`src/rtl/fir4_out_buf.sv`:
```
// Output buffer for the 4-tap FIR: scales the tap sum to a rounded mean, saturates to W bits,
// discards the first WARM strobes after reset, then queues samples in a FWFT FIFO.
module fir4_out_buf #(
  parameter int W     = 16,
  parameter int DEPTH = 8,
  parameter int WARM  = 4
) (
  input  logic                     clk,
  input  logic                     reset,
  input  logic [W+1:0]             s_in,
  input  logic                     s_vld,
  output logic [W-1:0]             out_data,
  output logic                     out_valid,
  input  logic                     out_ready,
  output logic [$clog2(DEPTH):0]   count,
  output logic                     full,
  output logic                     empty,
  output logic [7:0]               ovf_cnt
);

  localparam int PW  = $clog2(DEPTH);
  localparam int CW  = PW + 1;
  localparam int WCW = $clog2(WARM + 1);

  typedef enum logic {ST_WARM, ST_RUN} state_e;

  state_e           state_q, state_d;
  logic [WCW-1:0]   warm_cnt_q, warm_cnt_d;
  logic             push_req;

  logic [W-1:0]     mem_q [DEPTH];
  logic [PW-1:0]    wr_ptr_q, wr_ptr_d;
  logic [PW-1:0]    rd_ptr_q, rd_ptr_d;
  logic [CW-1:0]    count_q, count_d;
  logic [7:0]       ovf_q, ovf_d;

  logic [W+2:0]     avg;
  logic [W-1:0]     sample;
  logic             is_full, pop, push_acc, drop;

  // State register
  always_ff @(posedge clk or posedge reset) begin
    if (reset) begin
      state_q    <= ST_WARM;
      warm_cnt_q <= '0;
    end else begin
      state_q    <= state_d;
      warm_cnt_q <= warm_cnt_d;
    end
  end

  // Next-state: the strobe that completes warm-up is itself discarded
  always_comb begin
    state_d    = state_q;
    warm_cnt_d = warm_cnt_q;
    if (state_q == ST_WARM && s_vld) begin
      warm_cnt_d = warm_cnt_q + WCW'(1);
      if (warm_cnt_d == WCW'(WARM)) state_d = ST_RUN;
    end
  end

  // FSM outputs
  always_comb begin
    push_req = 1'b0;
    if (state_q == ST_RUN) push_req = s_vld;
  end

  // Round half up, divide by 4, clamp to W bits
  assign avg    = ({1'b0, s_in} + (W+3)'(2)) >> 2;
  assign sample = (|avg[W+2:W]) ? '1 : avg[W-1:0];

  assign is_full  = (count_q == CW'(DEPTH));
  assign pop      = (count_q != '0) && out_ready;
  assign push_acc = push_req && (!is_full || pop);
  assign drop     = push_req && is_full && !pop;

  always_comb begin
    wr_ptr_d = wr_ptr_q + PW'(push_acc);
    rd_ptr_d = rd_ptr_q + PW'(pop);
    count_d  = count_q + CW'(push_acc) - CW'(pop);
    ovf_d    = ovf_q;
    if (drop && ovf_q != 8'hFF) ovf_d = ovf_q + 8'd1;
  end

  always_ff @(posedge clk or posedge reset) begin
    if (reset) begin
      wr_ptr_q <= '0;
      rd_ptr_q <= '0;
      count_q  <= '0;
      ovf_q    <= '0;
    end else begin
      wr_ptr_q <= wr_ptr_d;
      rd_ptr_q <= rd_ptr_d;
      count_q  <= count_d;
      ovf_q    <= ovf_d;
    end
  end

  // When full, a simultaneous pop frees the head slot, which is also the tail slot
  always_ff @(posedge clk or posedge reset) begin
    if (reset) begin
      for (int i = 0; i < DEPTH; i++) mem_q[i] <= '0;
    end else if (push_acc) begin
      mem_q[wr_ptr_q] <= sample;
    end
  end

  assign out_data  = mem_q[rd_ptr_q];
  assign out_valid = (count_q != '0);
  assign count     = count_q;
  assign full      = is_full;
  assign empty     = (count_q == '0);
  assign ovf_cnt   = ovf_q;

endmodule
```
`config.mk`:
```
export PLATFORM = sky130hd
export DESIGN_NAME = fir4_out_buf
export DESIGN_NICKNAME = d
export VERILOG_FILES = /design/src/rtl/fir4_out_buf.sv
export SDC_FILE = /design/constraint.sdc
export NUM_CORES = 1
export LEC_CHECK = 0
export ABC_AREA = 1
export CORE_ASPECT_RATIO = 1.1
export CORE_MARGIN = 1
export CORE_UTILIZATION = 38
export CTS_BUF_LIST = sky130_fd_sc_hd__clkbuf_4 sky130_fd_sc_hd__clkbuf_8
export DETAILED_ROUTE_END_ITERATION = 8
export PLACE_DENSITY = 0.65
export SKIP_CTS_REPAIR_TIMING = 1
export SYNTH_ARGS = -nofsm -noshare
export SYNTH_HDL_FRONTEND = slang
export SYNTH_SLANG_ARGS = --single-unit
```
`constraint.sdc`:
```
create_clock -name clk -period 7.2 [get_ports clk]
set_input_delay 1.08 -clock clk [delete_from_list [all_inputs] [get_ports clk]]
set_output_delay 1.08 -clock clk [all_outputs]
set_load 0.02 [all_outputs]
```
* Yosys cells after proc, flatten, opt, wreduce, memory -nomap -nowiden
Index checks and enable logic that the tools add are counted.
** Cells by class
- $add $sub $neg :: 7
- Magnitude comparators :: 3
- Eq/ne operators :: 3
- Muxes and demuxes :: 8
- Bitwise operators :: 3
- Reduce and logical (&&, ||, !) cells :: 13
** Operators by type and width (number)
- $bwmux 128 :: 1
- $mux 16 :: 4
- $bmux 16 s3 :: 1
- $demux 16 s3 :: 1
- $add 18x2->19 const B :: 1
- $add 8x1->8 const B :: 1
- $ge 4x4->1 const B :: 2
- $ne 8x8->1 const B :: 1
- $not 3->4 :: 2
- $logic_and 1x1->1 :: 7
- $add 3x1->3 :: 2
- $add 4x1->4 :: 1
- $eq 4x4->1 const B :: 1
- $logic_not 4->1 :: 1
- $lt 4x1->1 const B :: 1
- $reduce_bool 4->1 :: 1
- $sub 4x1->4 :: 1
- $add 3x1->3 const B :: 1
- $eq 3x3->1 const B :: 1
- $logic_not 1->1 :: 2
- $reduce_and 2->1 :: 1
- $logic_or 1x1->1 :: 1
- $mux 1 :: 1
- $not 1->1 :: 1
** Storage, ports and cells
- Register bits after elaboration :: 150
- Input bits :: 22
- Output and inout port bits :: 31
- Word-level logic and storage cells :: 51

* Logic depth before layout (Yosys ltp)
Gate-level depths: netlist (run 1).
- Word-level depth :: 6
- Mapped depth :: 13
- Mapped depth without buffers :: 13

* Worst setup path after synthesis (run 1)
No wires, ideal clock.
- Path type :: in2reg
- From :: in out_ready
- To :: reg count_q[2], in the netlist count[2]
- Library setup time :: 123 ps
- Arrival :: 2336 ps
- Data required time :: 7077 ps
- Setup slack :: 4741 ps
- Cell stages on the path :: 9
- Path buffers :: 0
- Cells stage by stage :: o21ai_2 nand2_2 nand2_8 inv_12 nand2_1 nand2_1 ha_1 fa_1 xor2_1
** Between the ends
- Longest elaborated chain between the ends :: 5
** Ends and longest elaborated chain
- start: declaration :: line 14 : input logic out_ready,
- $logic_and 1x1->1 (*) :: line 73 : assign pop = (count_q != '0) && out_ready;
- $logic_or 1x1->1 :: line 74 : assign push_acc = push_req && (!is_full || pop);
- $logic_and 1x1->1 :: line 74
- $add 4x1->4 :: line 80 : count_d = count_q + CW'(push_acc) - CW'(pop);
- $sub 4x1->4 (*) :: line 80
- net count_d[2] :: line 34 : logic [CW-1:0] count_q, count_d;
- end signal: assignment :: line 94 : count_q <= count_d;
- end: declaration :: line 34
Mark *: on every way through the listed nets, which the timed path passes. The rest lies on a longest branch.
A chain may end at the register's enable or synchronous reset.

* Worst setup path in the final report (run 1)
- From :: reg rd_ptr_q[1]
- To :: out out_data[5]
** Between the ends
- Longest elaborated chain between the ends :: 4
** Ends and longest elaborated chain
- start: declaration :: line 33 : logic [PW-1:0] rd_ptr_q, rd_ptr_d;
- start signal: assignment :: line 93 : rd_ptr_q <= rd_ptr_d;
- $not 3->4 (implied by the code) :: line 108 : assign out_data = mem_q[rd_ptr_q];
- $bmux 16 s3 :: line 108
- $mux 16 (implied by the code) (2 in series) :: line 108
- end: declaration :: line 12 : output logic [W-1:0] out_data,
No other way between the ends. The select of a mux whose other input is x is not followed.

==> summary.md, run 1 <==
| Metric | Value |
|---|---|
| EDFF count, synth | 0 |
| Post-synth top area cell | dfrtp_1 |
| Critical path peak fanout | 65 |
| CTS tree | done |
| Length in cells of the worst reg-to-reg path | 12 |
| GP Congestion | 0.8112 |
| DR iter-0 viols | 400 |
| Synth warn | 0 |
| Worst path cell trace | o21ai_0 -> o22ai_1 -> nand2_1 -> nand2_1 -> clkdlybuf4s50_1 |
| Crit path to | out_data[5] |
| Skew final | 0.01180 ns |
| Sequential fraction of the synthesis area | 0.4790 |
| Rows | between 50 and 60 |
| Io pins | 53 |
| Die Span X | approximately 140 um |
| Synthesized instance count | 989 |
| Crit path launch | rd_ptr_q[1]$_DFF_PP0_ |
| Max Cap Violations | 0 |
| P&R area growth vs syn | 12.98% |
| Final period util | 0.5643 |
| Most frequent cell after synthesis | nand2_1 |
| # clock sinks | 150 |
| Placed Area | 8443 um2 |
| Post-Route WL | 20,130 um |
| Hold crit path type | flip-flop to flip-flop |
| First-pass GRT wire length | ~33,000 um |
| GR Overflow Total | 0 |
| LEAKAGE | between 4 and 5 nW |
| CP Data Required Time | 6.12 ns |
| Die H | 152.6 um |
| Synth top cells by count | nand2_1 (481), dfrtp_1 (150), nor2_1 (58) |
| Area of the multi-input gates | 3626 um2 |
| RR Endpoint | count[2]$_DFF_PP0_ |
| Drc violations | 2 |
| Max rail drop VDD | 0.2476 mV |
| Full die area | about 21,000 um2 |
| Main synth FF type | dfrtp_1 |
| WS Path Type | flip-flop to primary output |
| Detailed placement HPWL | ~12,000 um |
| Vias in the first global route | 6,141 |
| RSZ-0062 raised after global routing | no |
| Reg clk slew, reported paths | 0.08 ns |
| Core Area | 20,000 um2 |
| Layout cell share with drive strength beyond 1 | 0.08486 |
| Outcome | finished, violations left |
| Setup TNS Final | 0 ns |
| Endpoints failing setup | 0 |
| DR vias/cell | 4.980 |
| Cts bufs inserted | 17 |
| Flop2flop setup slack | 4.92 ns |
| Least-Margin Pin Slew | 1.124 ns |
| Largest net degree at the start of global routing | 100 |
| CP max stage delay | roughly 1.1 ns |
| Post-synthesis cell area | 7836 um2 |
| Unique masters post-synth | 32 |
| # fillers | 1,989 |
| Design area | 8853 um2 |
| DR WL/cell | between 15 and 20 um |
| PD cells | 437.0 nW/um2 |
| Worst setup EP type | primary output |
| Failing checks | DRC |
| Clk Latency, worst-skew pair | 0.47 ns |
| Fmax | ~0.25 GHz |
| Synth area leaders | dfrtp_1 (48%), nand2_1 (23%), mux2i_1 (4.1%), o21ai_0 (2.8%), nor2_1 (2.8%) |
| Routed via count | 6,419 |
| Sequential Area | around 3800 um2 |
| Crit path arrival time | about 3.0 ns |
| Slowest cell on crit path | dfrtp_2 |
| #FFs+latches synth | 150 |
| Tmin final | 4.063 ns |
| DR pass1 iterations | 9 |
| Worst-case clock buffer depth | 2 |
| Final hold vios | 0 |
| Post-synth top area share | 0.4790 |
| Nets@finish | ~1,100 |
| FFs w/ async S/R, synth | 1.000 |
| Starting density of the core | 0.3918 |
| Post-synthesis area per instance | a little under 8 um2 |
| Reg2reg start | count[2]$_DFF_PP0_ |
| Syn nets | 1,025 |
| CTS H-Tree Depth | 4 |
| Initial antenna violation count | 0 |
| Diodes inserted | 0 |
| Total track usage | 0.2018 |
| Pins Over Slew Limit | 0 |
| Worst slew margin relative to its limit | 0.2509 |
| Most frequent cell on the critical path | nand2_1 |
| Antenna-violating nets left | 0 |
| Crit start category | flip-flop |
| IO buf count | 51 |
| Root Buffer | clkbuf_8 |
layer usage:
| layer | GRT usage | share of wire |
|---|---|---|
| met5 | 0 | 0 |
| met1 | 0.2621 | 0.45 |
| met2 | 0.3345 | 0.47 |
| met3 | 0.03520 | 0.052 |
| met4 | 0.07937 | 0.027 |
placed cells by master, fill, tap and decap left out, drive strengths merged:
cell	n
mux2i	32
a21oi	2
bufinv	3
buf	3
clkinv	6
o22ai	32
or2	1
nand4	3
xnor2	10
fa	1
nor3	1
inv	53
dfrtp	150
clkbuf	19
clkinvlp	3
nor2	70
xor2	6
nand3	24
nand2	507
o21ai	46
clkdlybuf4s50	51
ha	13
mux2	1
flip-flops by register name, summed over array words and instances (netlist names):
signal      flops
mem_q         128
wr_ptr_q        3
warm_cnt_q      3
count           4
state_q         1
rd_ptr_q        3
ovf_cnt         8
worst max-delay path, delay by kind of cell (launching register included):
kind	cells	cell delay [ns]
AO/OA/AOI/OAI	2	0.54
buffers and inverters	1	0.63
flip-flops	1	1.11
AND/OR/NAND/NOR	2	0.23
area by class of cell:
cell class | count | share of cell area
inverters | 52 | 0.02402
clock inverters | 13 | 0.01752
repair buffers | 54 | 0.06020
well taps | 252 | 0.03561
clock buffers | 19 | 0.02883
flip-flops and latches | 150 | 0.4243
multi-input cells | 749 | 0.4096
cell families (layout without fill, tap and decap cells):
family	Yosys count	count (layout)	synth area share
mux	33	33	0.04231
simple gates	606	606	0.3225
buf+inv	90	138	0.05828
compound gates	80	80	0.05668
fa+ha+maj	14	14	0.02331
flops	150	150	0.4790
xor+xnor	16	16	0.01788
power by group:
group	switching (mW)	internal, mW	leakage [nW]
clock network	0.334	0.353	0.205
logic	1.03	0.686	2.55
registers	0.272	1.20	1.89
how the worst min path moves through the flow:
stage	start	end	slack, ns	cells past startpoint
6_report	mem_q[21]$_DFFE_PP0P_	mem_q[21]$_DFFE_PP0P_	0.47	2
5_1_grt	mem_q[96]$_DFFE_PP0P_	mem_q[96]$_DFFE_PP0P_	0.49	2
4_1_cts	mem_q[21]$_DFFE_PP0P_	mem_q[21]$_DFFE_PP0P_	0.47	2
3_5_place_dp	mem_q[21]$_DFFE_PP0P_	mem_q[21]$_DFFE_PP0P_	0.45	2
3_3_place_gp	mem_q[21]$_DFFE_PP0P_	mem_q[21]$_DFFE_PP0P_	0.45	2
2_1_floorplan	mem_q[85]$_DFFE_PP0P_	mem_q[85]$_DFFE_PP0P_	0.44	2
metrics by stage:
step	util	power [mW]	cells	hold WS, ns	setup slack [ns]
6_report	0.4427	3.869	1289	0.4725	3.137
4_1_cts	0.4427	3.882	1289	0.4731	3.218
3_5_place_dp	0.4222	3.188	1257	0.4529	3.735
2_1_floorplan	-	2.623	989	0.4366	2.084
5_1_grt	0.4427	4.151	1289	0.4870	2.996
3_3_place_gp	0.4222	3.150	1257	0.4487	3.747
No activity file was read; power rests on OpenSTA's default activity.
==> inputs of run 2 (changes only) <==
- clock period: 7.2 -> 4.2 ns (I/O delays scaled with it)
==> summary.md, run 2 (same netlist as run 1, synthesis figures left out) <==
| Metric | Value |
|---|---|
| Largest net degree at the start of global routing | 61 |
| Crit path launch | rd_ptr_q[0]$_DFF_PP0_ |
| Worst setup EP type | primary output |
| Nets@finish | 1,067 |
| Root Buffer | clkbuf_8 |
| DR vias/cell | 4.914 |
| Tmin final | 3.441 ns |
| RSZ-0062 raised after global routing | no |
| Most frequent cells in the layout | nand2_1 (481), dfrtp_1 (148), nor2_1 (58) |
| Pins Over Slew Limit | 0 |
| WS Path Type | flip-flop to primary output |
| Io pins | between 50 and 60 |
| P&R area growth vs syn | 13.97% |
| Rows | 54 |
| Crit path to | out_data[9] |
| Commonest non-fill, non-tap cell in the layout | nand2_1 |
| Total track usage | 0.1945 |
| Post-Route WL | about 20,000 um |
| GR Util met1 | 0.2477 |
| Setup TNS Final | 0 ns |
| Length in cells of the worst reg-to-reg path | 12 |
| GR Overflow Total | 0 |
| Crit path arrival time | 2.81 ns |
| Clk Latency, worst-skew pair | between 0.4 and 0.5 ns |
| Endpoints failing setup | 0 |
| DR pass1 iterations | 8 |
| Layout cell share with drive strength beyond 1 | 0.09100 |
| Max rail drop VDD | 0.4787 mV |
| Max Cap Violations | 0 |
| Vias in the first global route | 6,094 |
| Total power | roughly 6.6 mW |
| GP Congestion | 0.8003 |
| Antenna-violating nets left | 0 |
| Switching pwr | 2.773 mW |
| Design area | 8931 um2 |
| Starting density of the core | 0.3918 |
| Skew final | 0.01317 ns |
| RR Endpoint | count[2]$_DFF_PP0_ |
| Fmax | between 0.2 and 0.3 GHz |
| Final period util | 0.8193 |
| Detailed placement HPWL | between 10,000 and 15,000 um |
| Clk pwr share | 0.175 |
| Reg clk slew, reported paths | 0.08 ns |
| Diodes inserted | 0 |
| Worst-case clock buffer depth | 2 |
| Hold_ws | ~0.47 ns |
| Setup slack after layout | ~0.76 ns |
| Core Util, Final | 0.4466 |
| Hold crit path type | flip-flop to flip-flop |
| PD cells | around 740 nW/um2 |
| LEAKAGE | 4.676 nW |
| CTS H-Tree Depth | 4 |
| Placement Setup Slack | roughly 1.3 ns |
| Met3 usage | 0.03677 |
| Sequential share of power | 0.375 |
| CP Data Required Time | 3.57 ns |
| Power Internal | 3.868 mW |
| Core Area | 20,000 um2 |
| Critical path peak fanout | 24 |
| Biggest register | mem_q |
| DR iter-0 viols | 403 |
| Die Span X | around 140 um |
| Net Sw Frac | 0.4175 |
| CTS tree | done |
| Comb power frac | 0.450 |
| Worst slew margin relative to its limit | 0.4288 |
| Number of flip-flops in the largest register | 128 |
| Crit start category | flip-flop |
| Initial antenna violation count | 0 |
| Non-filler cells, final | 1,296 |
| DR WL/cell | between 15 and 20 um |
| Outcome | finished, violations left |
| Reg2reg start | count[2]$_DFF_PP0_ |
| Routed via count | ~6,400 |
| Failing checks | DRC |
| First-pass GRT wire length | between 30,000 and 40,000 um |
| Placed Cells | about 1,300 |
| Die H | about 150 um |
| # clock sinks | 150 |
| Drc violations | 3 |
| Full die area | 21,200 um2 |
| Cts bufs inserted | 17 |
| Final hold vios | 0 |
| Least-Margin Pin Slew | 0.8551 ns |
| Flop2flop setup slack | approximately 1.9 ns |
| Placed Area | about 8500 um2 |
| Met2 Usage GRT | 0.3307 |
| GR peak layer | met2 |
| IO buf count | 51 |
[run 2: changes by cell type in the layout (fill, tap and decap cells not counted), sizes merged]
cell and delta:
buf +7, clkinv -1, clkinvlp +3, inv -2
[run 2: worst min-delay path by stage]
| stage | cells past startpoint | to | slack (ns) | startpoint |
|---|---|---|---|---|
| after CTS | 2 | mem_q[85]$_DFFE_PP0P_ | 0.47 | mem_q[85]$_DFFE_PP0P_ |
| after global placement | 2 | mem_q[87]$_DFFE_PP0P_ | 0.45 | mem_q[87]$_DFFE_PP0P_ |
| final | 2 | mem_q[85]$_DFFE_PP0P_ | 0.47 | mem_q[85]$_DFFE_PP0P_ |
| after global routing | 2 | mem_q[87]$_DFFE_PP0P_ | 0.49 | mem_q[87]$_DFFE_PP0P_ |
| after floorplan | 2 | mem_q[85]$_DFFE_PP0P_ | 0.44 | mem_q[85]$_DFFE_PP0P_ |
| after detailed placement | 2 | mem_q[85]$_DFFE_PP0P_ | 0.45 | mem_q[85]$_DFFE_PP0P_ |
[run 2: layout make-up]
cell class,instances,area [um2]
clock buffers,19,255.2
clock inverters,13,156.4
fillers,2023,11070
inverters,52,211.5
multi-input cells,749,3626
flip-flops and latches,150,3756
well taps,252,315.3
repair buffers,61,610.6
[run 2: metal layers]
metal / up-vias / wire (um)
met2: 131 / 9481
met3: 30 / 889
li1: 3188 / -
met1: 3019 / 8984
met5: - / 0
met4: 0 / 301
[run 2: power by group through the flow]
stage	Sequential, mW	Combinational [mW]	Clock (mW)
2_1_floorplan	2.38	2.12	0
3_3_place_gp	2.49	2.94	0
3_5_place_dp	2.50	2.99	0
4_1_cts	2.48	3.01	1.18
5_1_grt	2.57	3.34	1.24
6_report	2.49	2.99	1.16
[run 2: worst max-delay path: stages (launching register included)]
cell and delay [ns]:
dfrtp_2 0.75, buf_4 0.41, o21ai_0 0.12, o22ai_1 0.25, nand2_1 0.13, nand2_1 0.08, clkdlybuf4s50_1 0.60
==> inputs of run 3 (changes only) <==
- clock period: 4.2 -> 3.4 ns (I/O delays scaled with it)
==> summary.md, run 3 (same netlist as run 1, synthesis figures left out) <==
| Metric | Value |
|---|---|
| Outcome | finished, violations left |
| Failing checks | DRC |
| Largest net degree at the start of global routing | 70 |
| Tmin final | 3.141 ns |
| Comb power frac | 0.462 |
| Hold_sp | mem_q[85]$_DFFE_PP0P_ |
| Cts bufs inserted | 17 |
| LEAKAGE | 4.690 nW |
| Clk Latency, worst-skew pair | approximately 0.46 ns |
| Die H | 152.6 um |
| Net Sw Frac | 0.4166 |
| First-pass GRT wire length | 32,350 um |
| Least-Margin Pin Slew | ~0.70 ns |
| Endpoints failing setup | 0 |
| RSZ-0062 raised after global routing | no |
| Flop2flop setup slack | approximately 1.1 ns |
| Hold crit path type | flip-flop to flip-flop |
| Full die area | 21,200 um2 |
| Switching pwr | 3.415 mW |
| Area of the multi-input gates | 3626 um2 |
| Starting density of the core | 0.3918 |
| Post-Route WL | 19,410 um |
| Pins Over Slew Limit | 0 |
| Io pins | 53 |
| Worst setup EP type | primary output |
| CTS H-Tree Depth | 4 |
| GP Congestion | 0.8148 |
| Number of flip-flops in the largest register | 128 |
| CP Data Required Time | around 2.9 ns |
| Initial antenna violation count | 0 |
| Fmax | 0.3183 GHz |
| Reg clk slew, reported paths | 0.08 ns |
| Total track usage | 0.1945 |
| Crit path launch | rd_ptr_q[0]$_DFF_PP0_ |
| Root Buffer | clkbuf_8 |
| Crit path arrival time | about 2.6 ns |
| Commonest non-fill, non-tap cell in the layout | nand2_1 |
| Core Area | 20,000 um2 |
| Antenna-violating nets left | 0 |
| Setup TNS Final | 0 ns |
| Skew final | 0.01308 ns |
| Length in cells of the worst reg-to-reg path | 12 |
| Layout cell share with drive strength beyond 1 | 0.09100 |
| CTS tree | done |
| Nets@finish | approximately 1,100 |
| GR Overflow Total | 0 |
| IO buf count | approximately 50 |
| Rows | 54 |
| Critical path peak fanout | 20 |
| Biggest register | mem_q |
| Sequential share of power | 0.367 |
| # fillers | approximately 2,000 |
| Placement Setup Slack | 0.7641 ns |
| Clk pwr share | 0.171 |
| Max Cap Violations | 0 |
| Final period util | 0.9239 |
| Final hold vios | 0 |
| DR vias/cell | approximately 5 |
| Routed via count | 6,383 |
| Drc violations | 2 |
| Power Internal | 4.783 mW |
| RR Endpoint | count[2]$_DFF_PP0_ |
| Reg2reg start | count[2]$_DFF_PP0_ |
| WS Path Type | flip-flop to primary output |
| Sequential Area | between 3000 and 4000 um2 |
| Worst-case clock buffer depth | 2 |
| Die Span X | 138.9 um |
| Core Util, Final | 0.4476 |
| Worst hold endpoint | mem_q[85]$_DFFE_PP0P_ |
| Diodes inserted | 0 |
| Crit start category | flip-flop |
| DR pass1 iterations | 9 |
| Worst slew margin relative to its limit | 0.5292 |
| P&R area growth vs syn | 14.23% |
| Vias in the first global route | 6,266 |
| PD cells | 915.9 nW/um2 |
| WHS Path Cells | 2 |
| Setup slack after layout | around 0.26 ns |
| Detailed placement HPWL | 12,550 um |
| Most frequent cells in the layout | nand2_1 (481), dfrtp_1 (148), nor2_1 (58) |
| Max rail drop VDD | 0.6282 mV |
| DR WL/cell | 14.97 um |
| # clock sinks | 150 |
| DR iter-0 viols | 365 |
-- run 3: layer usage --
layer / global-route usage / share of wire / vias up
li1: - / - / 3186
met2: 0.3259 / 0.48 / 163
met4: 0.07778 / 0.022 / 0
met3: 0.03331 / 0.050 / 32
met5: 0 / 0 / -
met1: 0.2495 / 0.45 / 3002
-- run 3: worst max-delay path by stage --
stage                                     to  slack (ns)  cells after the start
after global routing             out_data[9]        0.11                      7
after floorplan           count[2]$_DFF_PP0_        0.95                     12
after global placement           out_data[9]        0.78                      7
after CTS                        out_data[9]        0.25                      7
after detailed placement         out_data[9]        0.76                      7
final                            out_data[9]        0.26                      7
-- run 3: cell type report --
type	instances	share of cell area
multi-input combinational	749	0.4051
clock inverter	11	0.01384
tap	252	0.03523
clock buffer	21	0.03159
timing repair buffer	61	0.07101
inverter	52	0.02362
sequential	150	0.4196
-- run 3: power groups by stage --
stage | sequential [mW] | combinational, mW | clock (mW)
finish | 3.01 | 3.79 | 1.40
floorplan | 2.94 | 2.61 | 0
global placement | 3.01 | 3.73 | 0
detailed placement | 3.03 | 3.79 | 0
global route | 3.10 | 4.23 | 1.51
CTS | 3.00 | 3.81 | 1.44
-- run 3: stage by stage --
step                      power, mW  instances  instance area (um2)  hold WS [ns]
after detailed placement      6.821       1264                 8544        0.4528
final                         8.198       1296                 8951        0.4711
after global placement        6.740       1264                 8544        0.4489
after floorplan               5.555        989                 7840        0.4366
after global routing          8.844       1296                 8951        0.4895
after CTS                     8.248       1296                 8951        0.4720
-- run 3: critical path, stage by stage (launching register included) --
cell	delay [ns]
dfrtp_2	0.60
inv_1	0.14
buf_4	0.28
nor2_1	0.07
o22ai_1	0.26
nand2_1	0.14
nand2_1	0.09
clkdlybuf4s50_1	0.59
